**src/rtl/c17_pipe_pkg.sv**
```systemverilog
// Shared types, constants and helper functions for the pipelined c17 array.
package c17_pipe_pkg;

    // Upper bound on channel count; popcount is sized for this and callers zero-extend.
    localparam int unsigned MAX_CH     = 64;
    localparam int unsigned PC_W       = $clog2(MAX_CH + 1);
    localparam int unsigned MIN_STAGES = 1;
    localparam int unsigned MAX_STAGES = 2;

    // Only 1 (outputs registered) or 2 (internal nodes also registered) are meaningful.
    function automatic bit stages_legal(input int unsigned s);
        return (s >= MIN_STAGES) && (s <= MAX_STAGES);
    endfunction

    // Single-bit c17 evaluation, returns {n22, n23}.
    function automatic logic [1:0] c17_eval(input logic n1, input logic n2, input logic n3,
                                            input logic n6, input logic n7);
        logic n10;
        n10 = ~(n6 & n3);
        return {(n1 & n3) | (n2 & n10), n10 & (n2 | n7)};
    endfunction

    function automatic logic [PC_W-1:0] popcount(input logic [MAX_CH-1:0] v);
        logic [PC_W-1:0] c;
        c = '0;
        for (int i = 0; i < MAX_CH; i++) begin
            c = c + PC_W'(v[i]);
        end
        return c;
    endfunction

endpackage

```
**src/rtl/c17_pipe_stage.sv**
```systemverilog
// One valid/ready register slice; data is captured only on an accepted transfer.
module c17_pipe_stage #(
    parameter int unsigned WIDTH = 8
) (
    input  logic             clk,
    input  logic             rst_n,
    input  logic             up_valid,
    output logic             up_ready,
    input  logic [WIDTH-1:0] up_data,
    output logic             dn_valid,
    input  logic             dn_ready,
    output logic [WIDTH-1:0] dn_data
);

    logic             valid_q, valid_d;
    logic [WIDTH-1:0] data_q;
    logic             load;

    // Accept when empty or when the current contents leave this cycle.
    always_comb begin
        up_ready = ~valid_q | dn_ready;
        load     = up_valid & up_ready;
        valid_d  = load | (valid_q & ~dn_ready);
    end

    // Valid bit and payload registers.
    always_ff @(posedge clk or negedge rst_n) begin
        if (!rst_n) begin
            valid_q <= 1'b0;
            data_q  <= '0;
        end else begin
            valid_q <= valid_d;
            if (load) begin
                data_q <= up_data;
            end
        end
    end

    assign dn_valid = valid_q;
    assign dn_data  = data_q;

endmodule

```
**src/rtl/c17_pipe_array.sv**
```systemverilog
// Multi-channel pipelined c17 core with valid/ready flow control and an output toggle counter.
module c17_pipe_array
    import c17_pipe_pkg::*;
#(
    parameter int unsigned CHANNELS = 4,
    parameter int unsigned STAGES   = 2,
    parameter int unsigned CNT_W    = 16
) (
    input  logic                clk,
    input  logic                rst_n,
    input  logic                in_valid,
    output logic                in_ready,
    input  logic [CHANNELS-1:0] N1,
    input  logic [CHANNELS-1:0] N2,
    input  logic [CHANNELS-1:0] N3,
    input  logic [CHANNELS-1:0] N6,
    input  logic [CHANNELS-1:0] N7,
    output logic                out_valid,
    input  logic                out_ready,
    output logic [CHANNELS-1:0] N22,
    output logic [CHANNELS-1:0] N23,
    input  logic                cnt_clr,
    output logic [CNT_W-1:0]    toggle_cnt
);

    // An illegal STAGES value falls back to the two-stage pipeline.
    localparam bit TWO_STAGE = !(stages_legal(STAGES) && (STAGES == 1));

    localparam int unsigned         SUM_W   = CNT_W + PC_W;
    localparam logic [CNT_W-1:0]    CNT_MAX = '1;

    logic [CHANNELS-1:0]   r22, r23;
    logic                  s2_up_valid, s2_up_ready;
    logic [2*CHANNELS-1:0] s2_data;

    if (TWO_STAGE) begin : g_two
        localparam int unsigned W1 = 4 * CHANNELS;

        logic [W1-1:0]       s1_in, s1_out;
        logic [CHANNELS-1:0] n10, a, n2r, n7r;

        // First stage captures the NAND node, the N1&N3 term and the pass-through inputs.
        always_comb begin
            s1_in = {~(N6 & N3), N1 & N3, N2, N7};
        end

        c17_pipe_stage #(.WIDTH(W1)) u_s1 (
            .clk      (clk),
            .rst_n    (rst_n),
            .up_valid (in_valid),
            .up_ready (in_ready),
            .up_data  (s1_in),
            .dn_valid (s2_up_valid),
            .dn_ready (s2_up_ready),
            .dn_data  (s1_out)
        );

        assign {n10, a, n2r, n7r} = s1_out;

        // Finish the c17 function from the registered internal nodes.
        always_comb begin
            r22 = a | (n2r & n10);
            r23 = n10 & (n2r | n7r);
        end
    end else begin : g_one
        assign s2_up_valid = in_valid;
        assign in_ready    = s2_up_ready;

        // Whole c17 function straight from the inputs, one channel at a time.
        always_comb begin
            r22 = '0;
            r23 = '0;
            for (int i = 0; i < int'(CHANNELS); i++) begin
                {r22[i], r23[i]} = c17_eval(N1[i], N2[i], N3[i], N6[i], N7[i]);
            end
        end
    end

    c17_pipe_stage #(.WIDTH(2 * CHANNELS)) u_s2 (
        .clk      (clk),
        .rst_n    (rst_n),
        .up_valid (s2_up_valid),
        .up_ready (s2_up_ready),
        .up_data  ({r22, r23}),
        .dn_valid (out_valid),
        .dn_ready (out_ready),
        .dn_data  (s2_data)
    );

    assign {N22, N23} = s2_data;

    logic [CHANNELS-1:0] p22_q, p23_q;
    logic [CNT_W-1:0]    cnt_q, cnt_d;
    logic                out_hs;
    logic [PC_W-1:0]     inc;
    logic [SUM_W-1:0]    sum;

    // A channel counts once per transfer if either of its outputs changed; clear wins.
    always_comb begin
        out_hs = out_valid & out_ready;
        inc    = popcount(MAX_CH'((N22 ^ p22_q) | (N23 ^ p23_q)));
        sum    = SUM_W'(cnt_q) + SUM_W'(inc);
        cnt_d  = cnt_q;
        if (cnt_clr) begin
            cnt_d = '0;
        end else if (out_hs) begin
            cnt_d = (sum > SUM_W'(CNT_MAX)) ? CNT_MAX : sum[CNT_W-1:0];
        end
    end

    // Counter and last-transferred output history; history survives cnt_clr.
    always_ff @(posedge clk or negedge rst_n) begin
        if (!rst_n) begin
            cnt_q <= '0;
            p22_q <= '0;
            p23_q <= '0;
        end else begin
            cnt_q <= cnt_d;
            if (out_hs) begin
                p22_q <= N22;
                p23_q <= N23;
            end
        end
    end

    assign toggle_cnt = cnt_q;

endmodule

```
**config.mk**
```make
export PLATFORM = sky130hd
export DESIGN_NAME = c17_pipe_array
export DESIGN_NICKNAME = d
export VERILOG_FILES = /design/src/rtl/c17_pipe_pkg.sv /design/src/rtl/c17_pipe_stage.sv /design/src/rtl/c17_pipe_array.sv
export SDC_FILE = /design/constraint.sdc
export NUM_CORES = 1
export LEC_CHECK = 0
export ABC_AREA = 1
export CAP_MARGIN = 10
export CORE_MARGIN = 3
export CORE_UTILIZATION = 55
export CTS_CLUSTER_DIAMETER = 200
export DETAILED_ROUTE_END_ITERATION = 16
export HOLD_SLACK_MARGIN = 0.05
export MAX_ROUTING_LAYER = met4
export PLACE_DENSITY = 0.84
export SLEW_MARGIN = 10
export SYNTH_ARGS = -nofsm -noshare
export SYNTH_HDL_FRONTEND = slang
export SYNTH_SLANG_ARGS = --single-unit
export TNS_END_PERCENT = 100
```
**constraint.sdc**
```tcl
create_clock -name clk -period 5.8 [get_ports clk]
set_clock_uncertainty 0.2 [all_clocks]
set_input_delay 0.58 -clock clk [delete_from_list [all_inputs] [get_ports clk]]
set_output_delay 0.58 -clock clk [all_outputs]
set_load 0.01 [all_outputs]
```
==> PnR_summary.wiki, run 1 <==
{| class="wikitable"
! Metric !! Value
|-
| Total power || 1.01 mW
|-
| Number of buffers created by CTS || 5
|-
| Status || complete, no violations
|-
| DIE AREA || 5560 um^2
|-
| Io pins || 51
|-
| Hold Path Class || input pin to async pin
|-
| CTS tree || yes
|-
| Placeable core region || 4440 um^2
|-
| Share of flip-flops with an asynchronous set or reset after synthesis || 1.00
|-
| Met1 track demand over resource in global routing || 0.306
|-
| Most frequent standard cell in the layout excluding fill and tap cells || sky130_fd_sc_hd__nand2_1
|-
| Combined area of the multi-input logic cells || 1180 um^2
|-
| Row count || 24
|-
| Synth top area cells || sky130_fd_sc_hd__dfrtp_1 48%, sky130_fd_sc_hd__nand2_1 15%, sky130_fd_sc_hd__inv_1 4.5%, sky130_fd_sc_hd__o21ai_1 4.3%, sky130_fd_sc_hd__nor2_1 3.6%
|-
| Number of DRC markers after the initial detailed-route iteration || 220
|-
| Final hold violation count || 0
|-
| Number of nets with antenna violations after detailed routing || 0
|-
| Post-Layout Cell Count || 420
|-
| Static leakage || 1.53 nW
|-
| Fin util || 0.727
|-
| Reported max-cap violation count || 0
|-
| Critical path class || register to register
|-
| Clock root buffer || sky130_fd_sc_hd__clkbuf_8
|-
| Register-to-register setup slack || 2.77 ns
|-
| Layout cells sized above 1 || 0.0842
|-
| Most Used Layer, Global Route || met2
|-
| Post-route clock period utilization || 0.523
|-
| Number of buffer cells added on primary ports || 50
|-
| Number of enable-type register cells in the synthesized netlist || 0
|-
| Max-slew violation total from the final report || 0
|-
| Cell count after synthesis || 316
|-
| Register cell area after layout || 1250 um^2
|-
| Number of synthesis warnings || 0
|-
| Dominant cell type by area after synthesis || sky130_fd_sc_hd__dfrtp_1
|-
| Initial Util || 0.582
|-
| Sum of routed wire length over all layers || 5920 um
|-
| Vias in the first global route || 2121
|-
| Clock sinks || 50
|-
| Worst-skew pair later-pin latency || 0.31 ns
|-
| Maximum number of pins on one net before global-route repair || 51
|-
| Synth top area share || 0.484
|-
| Detail Placement HPWL || 4310 um
|-
| Detailed-route wire length per cell || 14.1 um
|-
| Post_cts resized || 0
|-
| Worst Setup Start Kind || register
|-
| RD Place Congestion || 0.904
|-
| Syn nets || 345
|-
| Worst slew margin || 0.445
|-
| Post-cts hold buffer count || 0
|-
| Top flip-flop cell by instance count after synthesis || sky130_fd_sc_hd__dfrtp_1
|-
| Largest vdd supply drop || 162 uV
|-
| Average instance area after synthesis || 8.19 um^2
|-
| Leading cell types in the layout, fill and taps excluded || 101 x sky130_fd_sc_hd__nand2_1, 50 x sky130_fd_sc_hd__dfrtp_1, 49 x sky130_fd_sc_hd__clkdlybuf4s50_1, 31 x sky130_fd_sc_hd__inv_1, 25 x sky130_fd_sc_hd__nor2_1
|-
| Die height || 74.6 um
|-
| Longest Clk Path Bufs || 2
|-
| Count of placed standard cells including taps || 412
|-
| Highest net fanout along the worst path || 5
|-
| Via Count || 2205
|-
| Worst-margin pin slew || 0.829 ns
|-
| Final #Nets || 396
|-
| Power density cells || 312 nW/um^2
|-
| Antenna violations before repair || 0
|-
| Max Fclk || 0.330 GHz
|-
| Sum of overflow across all layers after global routing || 0
|-
| Sequential cell area fraction in the yosys report || 0.484
|-
| Accumulated negative setup slack || 0 ns
|-
| Post-route minimum period || 3.03 ns
|-
| Antenna cell count || 0
|-
| Htree depth || 2
|-
| Data required, critical path || 5.81 ns
|-
| Number of fill cells || 359
|-
| Total of flip-flops plus latches after synthesis || 50
|-
| CTS clock-pin slew for the worst setup and hold paths || 0.10 ns
|-
| Data arrival at the endpoint of the critical path || 3.04 ns
|-
| GR Layer Usage met3 || 0.0554
|-
| First-pass GRT wire length || 9770 um
|-
| Total global-route track usage || 0.241
|-
| DRC errors left || 0
|-
| Area added between synthesis and finish || 24.9%
|-
| Post-CTS Repair Setup Buffers || 0
|-
| Post-detailed-route via-to-cell ratio || 5.25
|-
| Final setup fails || 0
|-
| Global-route track usage on met2 || 0.385
|-
| Kind of capture point of the worst setup path || register
|-
| Unrepaired setup endpoints after global routing || false
|-
| Width of the die || 74.6 um
|-
| Initial DRT Pass Iterations || 4
|-
| Post-synth cell types || 27
|-
| Area of the mapped netlist || 2590 um^2
|}
==> logic make-up after synthesis <==
family | Yosys count | synth area share
fa+ha+maj | 4 | 0.0280
simple gates | 160 | 0.282
buf+inv | 40 | 0.0614
flops | 50 | 0.484
compound gates | 50 | 0.104
xor+xnor | 12 | 0.0406
==> where the power goes <==
| part | total, mW | switching [mW] | leakage (nW) | internal [mW] |
|---|---|---|---|---|
| sequential | 0.452 | 0.0513 | 0.626 | 0.401 |
| clock | 0.252 | 0.123 | 0.0585 | 0.129 |
| combinational | 0.303 | 0.158 | 0.848 | 0.145 |
==> critical path, stage by stage (launching register included) <==
cell                      delay, ns
sky130_fd_sc_hd__dfrtp_1       0.42
sky130_fd_sc_hd__xor2_1        0.19
sky130_fd_sc_hd__nor2_1        0.09
sky130_fd_sc_hd__fa_1          0.50
sky130_fd_sc_hd__inv_1         0.05
sky130_fd_sc_hd__fa_1          0.46
sky130_fd_sc_hd__fa_1          0.43
sky130_fd_sc_hd__nand2_2       0.12
sky130_fd_sc_hd__nor2_4        0.07
sky130_fd_sc_hd__nand2_4       0.10
sky130_fd_sc_hd__nor2_4        0.05
sky130_fd_sc_hd__nand3_1       0.06
sky130_fd_sc_hd__nand3_1       0.07
sky130_fd_sc_hd__nand2_1       0.06
sky130_fd_sc_hd__nand2_1       0.06
==> metrics by stage <==
stage	hold WS [ns]	setup slack, ns	instance area (um^2)
6_report	0.0834	2.77	3230
5_1_grt	0.129	2.60	3230
4_1_cts	0.296	2.77	3230
3_5_place_dp	0.274	2.79	3120
3_3_place_gp	0.266	2.88	3120
2_1_floorplan	0.0844	2.95	2590
==> flip-flops by register name (all words and copies together) (netlist names) <==
name / cells
u_s2.dn_data: 8
toggle_cnt: 16
g_two.u_s1.dn_data: 16
g_two.u_s1.dn_valid: 1
u_s2.dn_valid: 1
p23_q: 4
p22_q: 4
==> worst paths after layout <==
kind / from / endpoint / cells after the start
max: u_s2.dn_data[4] / toggle_cnt[10] / 14
min: rst_n / g_two.u_s1.dn_data[2] / 1
max reg2reg: u_s2.dn_data[4] / toggle_cnt[10] / 14
min reg2reg: g_two.u_s1.dn_data[1] / g_two.u_s1.dn_data[1] / 2
max in group asynchronous: rst_n / toggle_cnt[15] / 1
min in group clk: g_two.u_s1.dn_data[1] / g_two.u_s1.dn_data[1] / 2
==> per-layer routing <==
layer | share of wire | vias to the layer above
li1 | - | 1106
met5 | 0 | -
met2 | 0.48 | 67
met1 | 0.46 | 1025
met4 | 0.014 | 0
met3 | 0.045 | 7
==> layout make-up <==
type                            instances  share of cell area
Tap cell                               52              0.0201
Inverter                               34              0.0395
Clock buffer                            5              0.0213
Multi-Input combinational cell        226               0.364
Clock inverter                          3              0.0136
Sequential cell                        50               0.387
Timing Repair Buffer                   50               0.154
==> Yosys cell counts, types with 3 or more instances <==
cell / number
sky130_fd_sc_hd__buf_2: 4
sky130_fd_sc_hd__a31oi_1: 4
sky130_fd_sc_hd__nor2_4: 5
sky130_fd_sc_hd__xnor2_1: 4
sky130_fd_sc_hd__nand3_1: 11
sky130_fd_sc_hd__nand2_2: 6
sky130_fd_sc_hd__inv_2: 3
sky130_fd_sc_hd__nand2_1: 101
sky130_fd_sc_hd__nand4_1: 5
sky130_fd_sc_hd__o21ai_1: 22
sky130_fd_sc_hd__o21ai_0: 9
sky130_fd_sc_hd__nor2_1: 25
sky130_fd_sc_hd__dfrtp_1: 50
sky130_fd_sc_hd__nor2_2: 3
sky130_fd_sc_hd__inv_1: 31
sky130_fd_sc_hd__xor2_1: 8
sky130_fd_sc_hd__a21oi_1: 10
sky130_fd_sc_hd__fa_1: 3
sky130_fd_sc_hd__o211ai_1: 4
Note: power is estimated with default switching activity, not from simulation.
==> run 2, diff against run 1 <==
Settings changed: CORE_UTILIZATION 55 to 46, PLACE_DENSITY 0.84 to 0.75.
Clock period 5.8 ns to 2.5 ns, I/O delays scaled along.
==> run 2 against run 1 <==
  * The flow now finishes with violations (setup timing)
  * Sequential share of layout area is 2.1 points lower
  * Worst setup slack got worse by 3.0 ns
  * Wire length down 1.6%
  * Global-route usage is 3.8 points lower
  * Cell area rose by 5.8%
  * Critical path depth fell by 2
  * Worst hold slack improved by 0.20 ns
  * Total power is 140% higher
  * Cell count increased by 8.1%
  * First-iteration DRC count shrank 3.2%
  * Core utilization fell by 7.8 points
==> PnR_summary.wiki, run 2 (synthesized netlist as in run 1, its figures left out) <==
{| class="wikitable"
! Metric !! Value
|-
| Status || complete, but fails checks (was complete, no violations)
|-
| Violated checks || setup timing
|-
| Non-Filler Cell Area, Final || 3420 um^2 (was 3230 um^2)
|-
| Htree depth || 2 (unchanged)
|-
| Worst slack at placement || -0.242 ns (was 2.79 ns)
|-
| Worst Setup Start Kind || register (unchanged)
|-
| Global-route track usage on met2 || 0.305 (was 0.385)
|-
| First-pass GRT wire length || 10000 um (was 9770 um)
|-
| Initial DRT Pass Iterations || 4 (unchanged)
|-
| Combined area of the multi-input logic cells || 1230 um^2 (was 1180 um^2)
|-
| Clock root buffer || sky130_fd_sc_hd__clkbuf_8 (unchanged)
|-
| Post-detailed-route via-to-cell ratio || 4.96 (was 5.25)
|-
| Io pins || 51 (unchanged)
|-
| Detail Placement HPWL || 4380 um (was 4310 um)
|-
| Leading cell types in the layout, fill and taps excluded || 99 x sky130_fd_sc_hd__nand2_1, 50 x sky130_fd_sc_hd__dfrtp_1, 49 x sky130_fd_sc_hd__clkdlybuf4s50_1, 30 x sky130_fd_sc_hd__inv_1, 25 x sky130_fd_sc_hd__nor2_1 (was 101 x sky130_fd_sc_hd__nand2_1, 50 x sky130_fd_sc_hd__dfrtp_1, 49 x sky130_fd_sc_hd__clkdlybuf4s50_1, 31 x sky130_fd_sc_hd__inv_1, 25 x sky130_fd_sc_hd__nor2_1)
|-
| Placed Area || 3230 um^2 (was 3120 um^2)
|-
| Kind of capture point of the worst setup path || register (unchanged)
|-
| Data arrival at the endpoint of the critical path || 2.74 ns (was 3.04 ns)
|-
| Sum of overflow across all layers after global routing || 0 (unchanged)
|-
| Final hold violation count || 0 (unchanged)
|-
| DIE AREA || 6560 um^2 (was 5560 um^2)
|-
| Critical path class || register to register (unchanged)
|-
| Max Fclk || 0.364 GHz (was 0.330 GHz)
|-
| Largest vdd supply drop || 417 uV (was 162 uV)
|-
| Area added between synthesis and finish || 32.2% (was 24.9%)
|-
| Vias in the first global route || 2128 (was 2121)
|-
| Min-Delay Startpoint || N7[2]
|-
| Longest Clk Path Bufs || 2 (unchanged)
|-
| DRC errors left || 0 (unchanged)
|-
| CTS clock-pin slew for the worst setup and hold paths || 0.09 ns (was 0.10 ns)
|-
| Register-to-register setup slack || -0.25 ns (was 2.77 ns)
|-
| Power density cells || 714 nW/um^2 (was 312 nW/um^2)
|-
| Max-slew violation total from the final report || 0 (unchanged)
|-
| Reg2Reg Launch Point || u_s2.dn_data[4] (unchanged)
|-
| Clock sinks || 50 (unchanged)
|-
| Layout cells sized above 1 || 0.143 (was 0.0842)
|-
| Accumulated negative setup slack || -3.30 ns (was 0 ns)
|-
| Most frequent standard cell in the layout excluding fill and tap cells || sky130_fd_sc_hd__nand2_1 (unchanged)
|-
| Register cell area after layout || 1250 um^2 (unchanged)
|-
| Antenna cell count || 0 (unchanged)
|-
| CTS tree || yes (unchanged)
|-
| Met1 track demand over resource in global routing || 0.277 (was 0.306)
|-
| Via Count || 2252 (was 2205)
|-
| Hold Path Class || input pin to register (was input pin to async pin)
|-
| Final #Nets || 412 (was 396)
|-
| Detailed-route wire length per cell || 12.8 um (was 14.1 um)
|-
| GR Layer Usage met3 || 0.0477 (was 0.0554)
|-
| Static leakage || 1.62 nW (was 1.53 nW)
|-
| RD Place Congestion || 0.929 (was 0.904)
|-
| Placeable core region || 5270 um^2 (was 4440 um^2)
|-
| Slack of the critical path || -0.249 ns (was 2.77 ns)
|-
| Unrepaired setup endpoints after global routing || true (was false)
|-
| Sum of routed wire length over all layers || 5830 um (was 5920 um)
|-
| R2R cell count || 12 (was 14)
|-
| Highest net fanout along the worst path || 6 (was 5)
|-
| Worst-case hold slack || 0.282 ns (was 0.0834 ns)
|-
| Worst-margin pin slew || 0.687 ns (was 0.829 ns)
|-
| Initial Util || 0.491 (was 0.582)
|-
| Number of fill cells || 457 (was 359)
|-
| Number of buffer cells added on primary ports || 50 (unchanged)
|-
| Total power || 2.44 mW (was 1.01 mW)
|-
| Width of the die || 81 um (was 74.6 um)
|-
| Data required, critical path || 2.49 ns (was 5.81 ns)
|-
| Worst-skew pair later-pin latency || 0.30 ns (was 0.31 ns)
|-
| Endpoint of the most critical register-to-register path || toggle_cnt[8] (was toggle_cnt[10])
|-
| Maximum number of pins on one net before global-route repair || 32 (was 51)
|-
| Number of nets with antenna violations after detailed routing || 0 (unchanged)
|-
| Hold depth || 3
|-
| Reported max-cap violation count || 0 (unchanged)
|-
| Row count || 26 (was 24)
|-
| Die height || 81 um (was 74.6 um)
|-
| Most Used Layer, Global Route || met2 (unchanged)
|-
| Post-route minimum period || 2.75 ns (was 3.03 ns)
|-
| Final setup fails || 16 (was 0)
|-
| Total global-route track usage || 0.203 (was 0.241)
|-
| Worst slew margin || 0.542 (was 0.445)
|-
| Antenna violations before repair || 0 (unchanged)
|-
| Worst min-delay path endpoint || g_two.u_s1.dn_data[2]
|-
| Post-route clock period utilization || 1.10 (was 0.523)
|-
| Number of DRC markers after the initial detailed-route iteration || 213 (was 220)
|-
| Number of buffers created by CTS || 5 (unchanged)
|}
## run 2: changes by cell type in the layout (fill, tap and decap cells not counted), moves of 2 or more
| cell | before | now |
|---|---|---|
| sky130_fd_sc_hd__buf_4 | 1 | 14 |
| sky130_fd_sc_hd__fa_2 | 0 | 2 |
| sky130_fd_sc_hd__fa_1 | 3 | 1 |
| sky130_fd_sc_hd__nand2_1 | 101 | 99 |
| sky130_fd_sc_hd__nand3_1 | 11 | 7 |
| sky130_fd_sc_hd__nand3_2 | 1 | 5 |
## run 2: final cells by class
type,count,area share
clock buffers,6,0.0212
well taps,70,0.0256
flip-flops and latches,50,0.366
multi-input cells,227,0.360
repair buffers,65,0.179
clock inverters,2,0.0110
inverters,34,0.0373
## run 2: report_power, final
| part | internal, mW | switching, mW |
|---|---|---|
| registers | 0.931 | 0.113 |
| logic | 0.432 | 0.415 |
| clock network | 0.298 | 0.252 |
## run 2: per-layer routing
layer  vias up  share of wire  wire length [um]
met3         4          0.056               327
met4         0         0.0065                38
met1      1038           0.47              2730
li1       1139              -                 -
met2        71           0.47              2740
met5         -              0                 0
## run 2: how the worst max path moves through the flow
stage	end	from
global placement	toggle_cnt[10]	p23_q[0]
finish	toggle_cnt[8]	u_s2.dn_data[4]
CTS	toggle_cnt[8]	u_s2.dn_data[0]
floorplan	toggle_cnt[10]	u_s2.dn_data[4]
detailed placement	toggle_cnt[4]	u_s2.dn_data[4]
global route	toggle_cnt[11]	p23_q[2]
## run 2: critical path, cell delays in order (launching register included)
cell and delay, ns:
sky130_fd_sc_hd__dfrtp_1 0.39, sky130_fd_sc_hd__xor2_1 0.16, sky130_fd_sc_hd__nor2_1 0.07, sky130_fd_sc_hd__fa_1 0.51
sky130_fd_sc_hd__inv_2 0.04, sky130_fd_sc_hd__fa_2 0.34, sky130_fd_sc_hd__fa_2 0.39, sky130_fd_sc_hd__nand2_4 0.09
sky130_fd_sc_hd__nor2_4 0.07, sky130_fd_sc_hd__a21oi_1 0.13, sky130_fd_sc_hd__nor2_1 0.06, sky130_fd_sc_hd__o21ai_1 0.12
sky130_fd_sc_hd__o21ai_1 0.07
## run 2: through the flow
step / std cells / util
2_1_floorplan: 316 / -
3_3_place_gp: 441 / 0.612
3_5_place_dp: 441 / 0.612
4_1_cts: 453 / 0.643
5_1_grt: 454 / 0.649
6_report: 454 / 0.649
## run 2: timing repair
| item | in CTS | in global routing |
|---|---|---|
| pin swaps | 3 | 6 |
| buffers inserted | 2 | 1 |
| cloned | 1 | 0 |
| hold buffers | 1 | 0 |
| setup endpoints to repair | 16 | 16 |
| resized for setup | 3 | 6 |
| endpoints found under the hold margin | 29 | 0 |
==> run 3, diff against run 2 <==
Settings changed: CORE_UTILIZATION 46 to 55, DONT_BUFFER_PORTS from default to 1, PLACE_DENSITY 0.75 to 0.7.
Clock period 2.5 ns to 2.55 ns, I/O delays scaled along.
==> run 3 against run 2 <==
  * The flow still finishes with violations (setup timing)
  * First-iteration DRC count down 60%
  * Register-to-register slack about the same
  * Non-clock buffer count decreased by 30
  * Worst hold slack worse by 0.065 ns
  * Wire length decreased by 3.7%
  * Via count shrank 6.9%
  * Critical endpoint is now toggle_cnt[11]
==> PnR_summary.wiki, run 3 (synthesized netlist as in run 1, its figures left out) <==
{| class="wikitable"
! Metric !! Value
|-
| Status || complete, but fails checks (unchanged)
|-
| Violated checks || setup timing (unchanged)
|-
| Worst-skew pair later-pin latency || 0.31 ns (was 0.30 ns)
|-
| Share of total power in sequential cells || 0.464 (was 0.428)
|-
| Final setup fails || 16 (unchanged)
|-
| Critical path class || register to register (unchanged)
|-
| RD Place Congestion || 0.905 (was 0.929)
|-
| Cell chain of the critical path || xor2_1 -> nor2_1 -> fa_1 -> inv_2 -> fa_2 -> fa_2 -> nand2_2 -> nor2_4 -> nand2_4 -> nor2_4 -> nand4_1 -> nand2_1 -> nand2_1 -> nand2_1 (was xor2_1 -> nor2_1 -> fa_1 -> inv_2 -> fa_2 -> fa_2 -> nand2_4 -> nor2_4 -> a21oi_1 -> nor2_1 -> o21ai_1 -> o21ai_1)
|-
| Row count || 24 (was 26)
|-
| Data required, critical path || 2.56 ns (was 2.49 ns)
|-
| Post-detailed-route via-to-cell ratio || 5.18 (was 4.96)
|-
| Post-route minimum period || 2.80 ns (was 2.75 ns)
|-
| Number of buffers created by CTS || 5 (unchanged)
|-
| Antenna cell count || 0 (unchanged)
|-
| Worst Setup Start Kind || register (unchanged)
|-
| Worst setup path endpoint || toggle_cnt[11] (was toggle_cnt[8])
|-
| CTS tree || yes (unchanged)
|-
| Max Fclk || 0.357 GHz (was 0.364 GHz)
|-
| Slowest stage cell on the critical path || sky130_fd_sc_hd__fa_1 (unchanged)
|-
| Clock sinks || 50 (unchanged)
|-
| Most numerous cell on the critical path || sky130_fd_sc_hd__nand2_1
|-
| Leading cell types in the layout, fill and taps excluded || 101 x sky130_fd_sc_hd__nand2_1, 50 x sky130_fd_sc_hd__dfrtp_1, 30 x sky130_fd_sc_hd__inv_1, 26 x sky130_fd_sc_hd__dlygate4sd3_1, 24 x sky130_fd_sc_hd__nor2_1 (was 99 x sky130_fd_sc_hd__nand2_1, 50 x sky130_fd_sc_hd__dfrtp_1, 49 x sky130_fd_sc_hd__clkdlybuf4s50_1, 30 x sky130_fd_sc_hd__inv_1, 25 x sky130_fd_sc_hd__nor2_1)
|-
| Max-slew violation total from the final report || 0 (unchanged)
|-
| Maximum number of pins on one net before global-route repair || 51 (was 32)
|-
| Crit. path cell count || 14 (was 12)
|-
| Highest net fanout along the worst path || 5 (was 6)
|-
| DIE AREA || 5560 um^2 (was 6560 um^2)
|-
| Final hold violation count || 0 (unchanged)
|-
| R2R cell count || 14 (was 12)
|-
| Number of fill cells || 347 (was 457)
|-
| Number of nets with antenna violations after detailed routing || 0 (unchanged)
|-
| Die height || 74.6 um (was 81 um)
|-
| Htree depth || 2 (unchanged)
|-
| Detailed-route wire length per cell || 13.9 um (was 12.8 um)
|-
| Endpoint of the most critical register-to-register path || toggle_cnt[11] (was toggle_cnt[8])
|-
| Internal power || 1.45 mW (was 1.66 mW)
|-
| Post-route clock period utilization || 1.10 (about the same)
|-
| Initial Util || 0.582 (was 0.491)
|-
| Reported max-cap violation count || 0 (unchanged)
|-
| Unrepaired setup endpoints after global routing || true (unchanged)
|-
| Non-Filler Cell Area, Final || 3110 um^2 (was 3420 um^2)
|-
| CTS clock-pin slew for the worst setup and hold paths || 0.09 ns (about the same)
|-
| Slack of the critical path || -0.250 ns (was -0.249 ns)
|-
| Io pins || 51 (unchanged)
|-
| Final #Nets || 381 (was 412)
|-
| Worst slew margin || 0.563 (was 0.542)
|-
| Kind of capture point of the worst setup path || register (unchanged)
|-
| Number of DRC markers after the initial detailed-route iteration || 86 (was 213)
|-
| Longest Clk Path Bufs || 2 (unchanged)
|-
| Clock root buffer || sky130_fd_sc_hd__clkbuf_8 (unchanged)
|-
| Total global-route track usage || 0.234 (was 0.203)
|-
| Largest vdd supply drop || 450 uV (was 417 uV)
|-
| Worst path buffer plus inverter count || 1 (unchanged)
|-
| Antenna violations before repair || 0 (unchanged)
|-
| Reg2Reg Launch Point || u_s2.dn_data[0] (was u_s2.dn_data[4])
|-
| Area added between synthesis and finish || 20.0% (was 32.2%)
|-
| DRC errors left || 0 (unchanged)
|-
| Layout cells sized above 1 || 0.142 (was 0.143)
|-
| Initial DRT Pass Iterations || 4 (unchanged)
|-
| CP max stage delay || 0.52 ns (was 0.51 ns)
|-
| Number of buffer cells added on primary ports || 0 (was 50)
|-
| Comb power frac || 0.309 (was 0.347)
|-
| Sum of overflow across all layers after global routing || 0 (unchanged)
|-
| Worst-margin pin slew || 0.656 ns (was 0.687 ns)
|-
| Placeable core region || 4440 um^2 (was 5270 um^2)
|-
| Net switching power of the design || 0.783 mW (was 0.780 mW)
|-
| Static leakage || 1.49 nW (was 1.62 nW)
|-
| Delay-heaviest family, CP || adder cells (unchanged)
|-
| Detail Placement HPWL || 3810 um (was 4380 um)
|-
| Most frequent standard cell in the layout excluding fill and tap cells || sky130_fd_sc_hd__nand2_1 (unchanged)
|-
| Width of the die || 74.6 um (was 81 um)
|-
| Hold depth || 3 (unchanged)
|-
| Relative contribution of the clock network to total power || 0.227 (was 0.226)
|-
| Hold Path Class || input pin to register (unchanged)
|-
| Placed Area || 2690 um^2 (was 3230 um^2)
|-
| Startpoint of the most critical setup path || u_s2.dn_data[0] (was u_s2.dn_data[4])
|-
| Sum of routed wire length over all layers || 5610 um (was 5830 um)
|-
| Switching part of the total || 0.350 (was 0.319)
|-
| Via Count || 2096 (was 2252)
|-
| Register-to-register setup slack || -0.25 ns (about the same)
|-
| Data arrival at the endpoint of the critical path || 2.81 ns (was 2.74 ns)
|-
| First-pass GRT wire length || 9730 um (was 10000 um)
|-
| Post-CTS Repair Setup Buffers || 0 (was 2)
|-
| Power density cells || 720 nW/um^2 (was 714 nW/um^2)
|-
| Worst slack at placement || -0.240 ns (was -0.242 ns)
|-
| Vias in the first global route || 2064 (was 2128)
|}
==> run 3: changes by cell type in the layout (fill, tap and decap cells not counted), moves of 2 or more <==
cell                              before  now
sky130_fd_sc_hd__o21ai_2               0    4
sky130_fd_sc_hd__buf_4                14    8
sky130_fd_sc_hd__clkdlybuf4s50_1      49    0
sky130_fd_sc_hd__dlygate4sd3_1         1   26
sky130_fd_sc_hd__nand2_1              99  101
sky130_fd_sc_hd__o21ai_1              22   18
==> run 3: layer usage <==
metal	track usage	up-vias	routed length [um]
li1	-	1084	-
met1	0.334	948	2730
met2	0.330	59	2490
met3	0.0541	5	342
met4	0.0751	0	48
met5	-	-	0
==> run 3: layout make-up <==
cell class | instances | area [um^2] | area share
Timing Repair Buffer | 35 | 348 | 0.112
Clock buffer | 6 | 82.6 | 0.0266
Inverter | 34 | 128 | 0.0411
Tap cell | 52 | 65.1 | 0.0210
Multi-Input combinational cell | 226 | 1210 | 0.391
Sequential cell | 50 | 1250 | 0.403
Clock inverter | 2 | 16.3 | 0.00524
==> run 3: worst min-delay path, stage by stage <==
cell,delay (ns)
sky130_fd_sc_hd__nand2_1,0.25
sky130_fd_sc_hd__nand2_1,0.15
sky130_fd_sc_hd__nand2_1,0.05
==> run 3: per-stage QoR <==
step	TNS [ns]	hold WS (ns)	std cells	power [mW]	util
2_1_floorplan	-1.88	-0.241	316	1.47	-
3_3_place_gp	-2.60	-0.239	370	1.61	0.604
3_5_place_dp	-3.26	-0.239	370	1.64	0.604
4_1_cts	-3.18	0.242	405	2.20	0.693
5_1_grt	-5.52	0.257	405	2.41	0.699
6_report	-3.35	0.217	405	2.24	0.699
==> run 3: timing repair <==
| item | in CTS | in global routing |
|---|---|---|
| pin swaps | 2 | 3 |
| hold buffers | 27 | 0 |
| gates resized for setup | 1 | 8 |
| endpoints found under the hold margin | 80 | 0 |
| setup endpoints to repair | 16 | 16 |
==> run 3: worst min path at each step <==
stage | slack, ns | startpoint | endpoint
5_1_grt | 0.26 | rst_n | p23_q[1]
4_1_cts | 0.24 | rst_n | p23_q[1]
6_report | 0.22 | out_ready | p22_q[1]
3_3_place_gp | -0.24 | rst_n | p23_q[1]
3_5_place_dp | -0.24 | rst_n | p23_q[1]
2_1_floorplan | -0.24 | rst_n | g_two.u_s1.dn_data[0]
==> run 3: power by group through the flow <==
stage                     clock, mW  sequential (mW)  combinational (mW)
final                         0.508             1.04               0.691
after global routing          0.552             1.06               0.795
after CTS                     0.518             1.03               0.649
after detailed placement          0             1.05               0.586
after global placement            0             1.05               0.564
after floorplan                   0             1.05               0.427
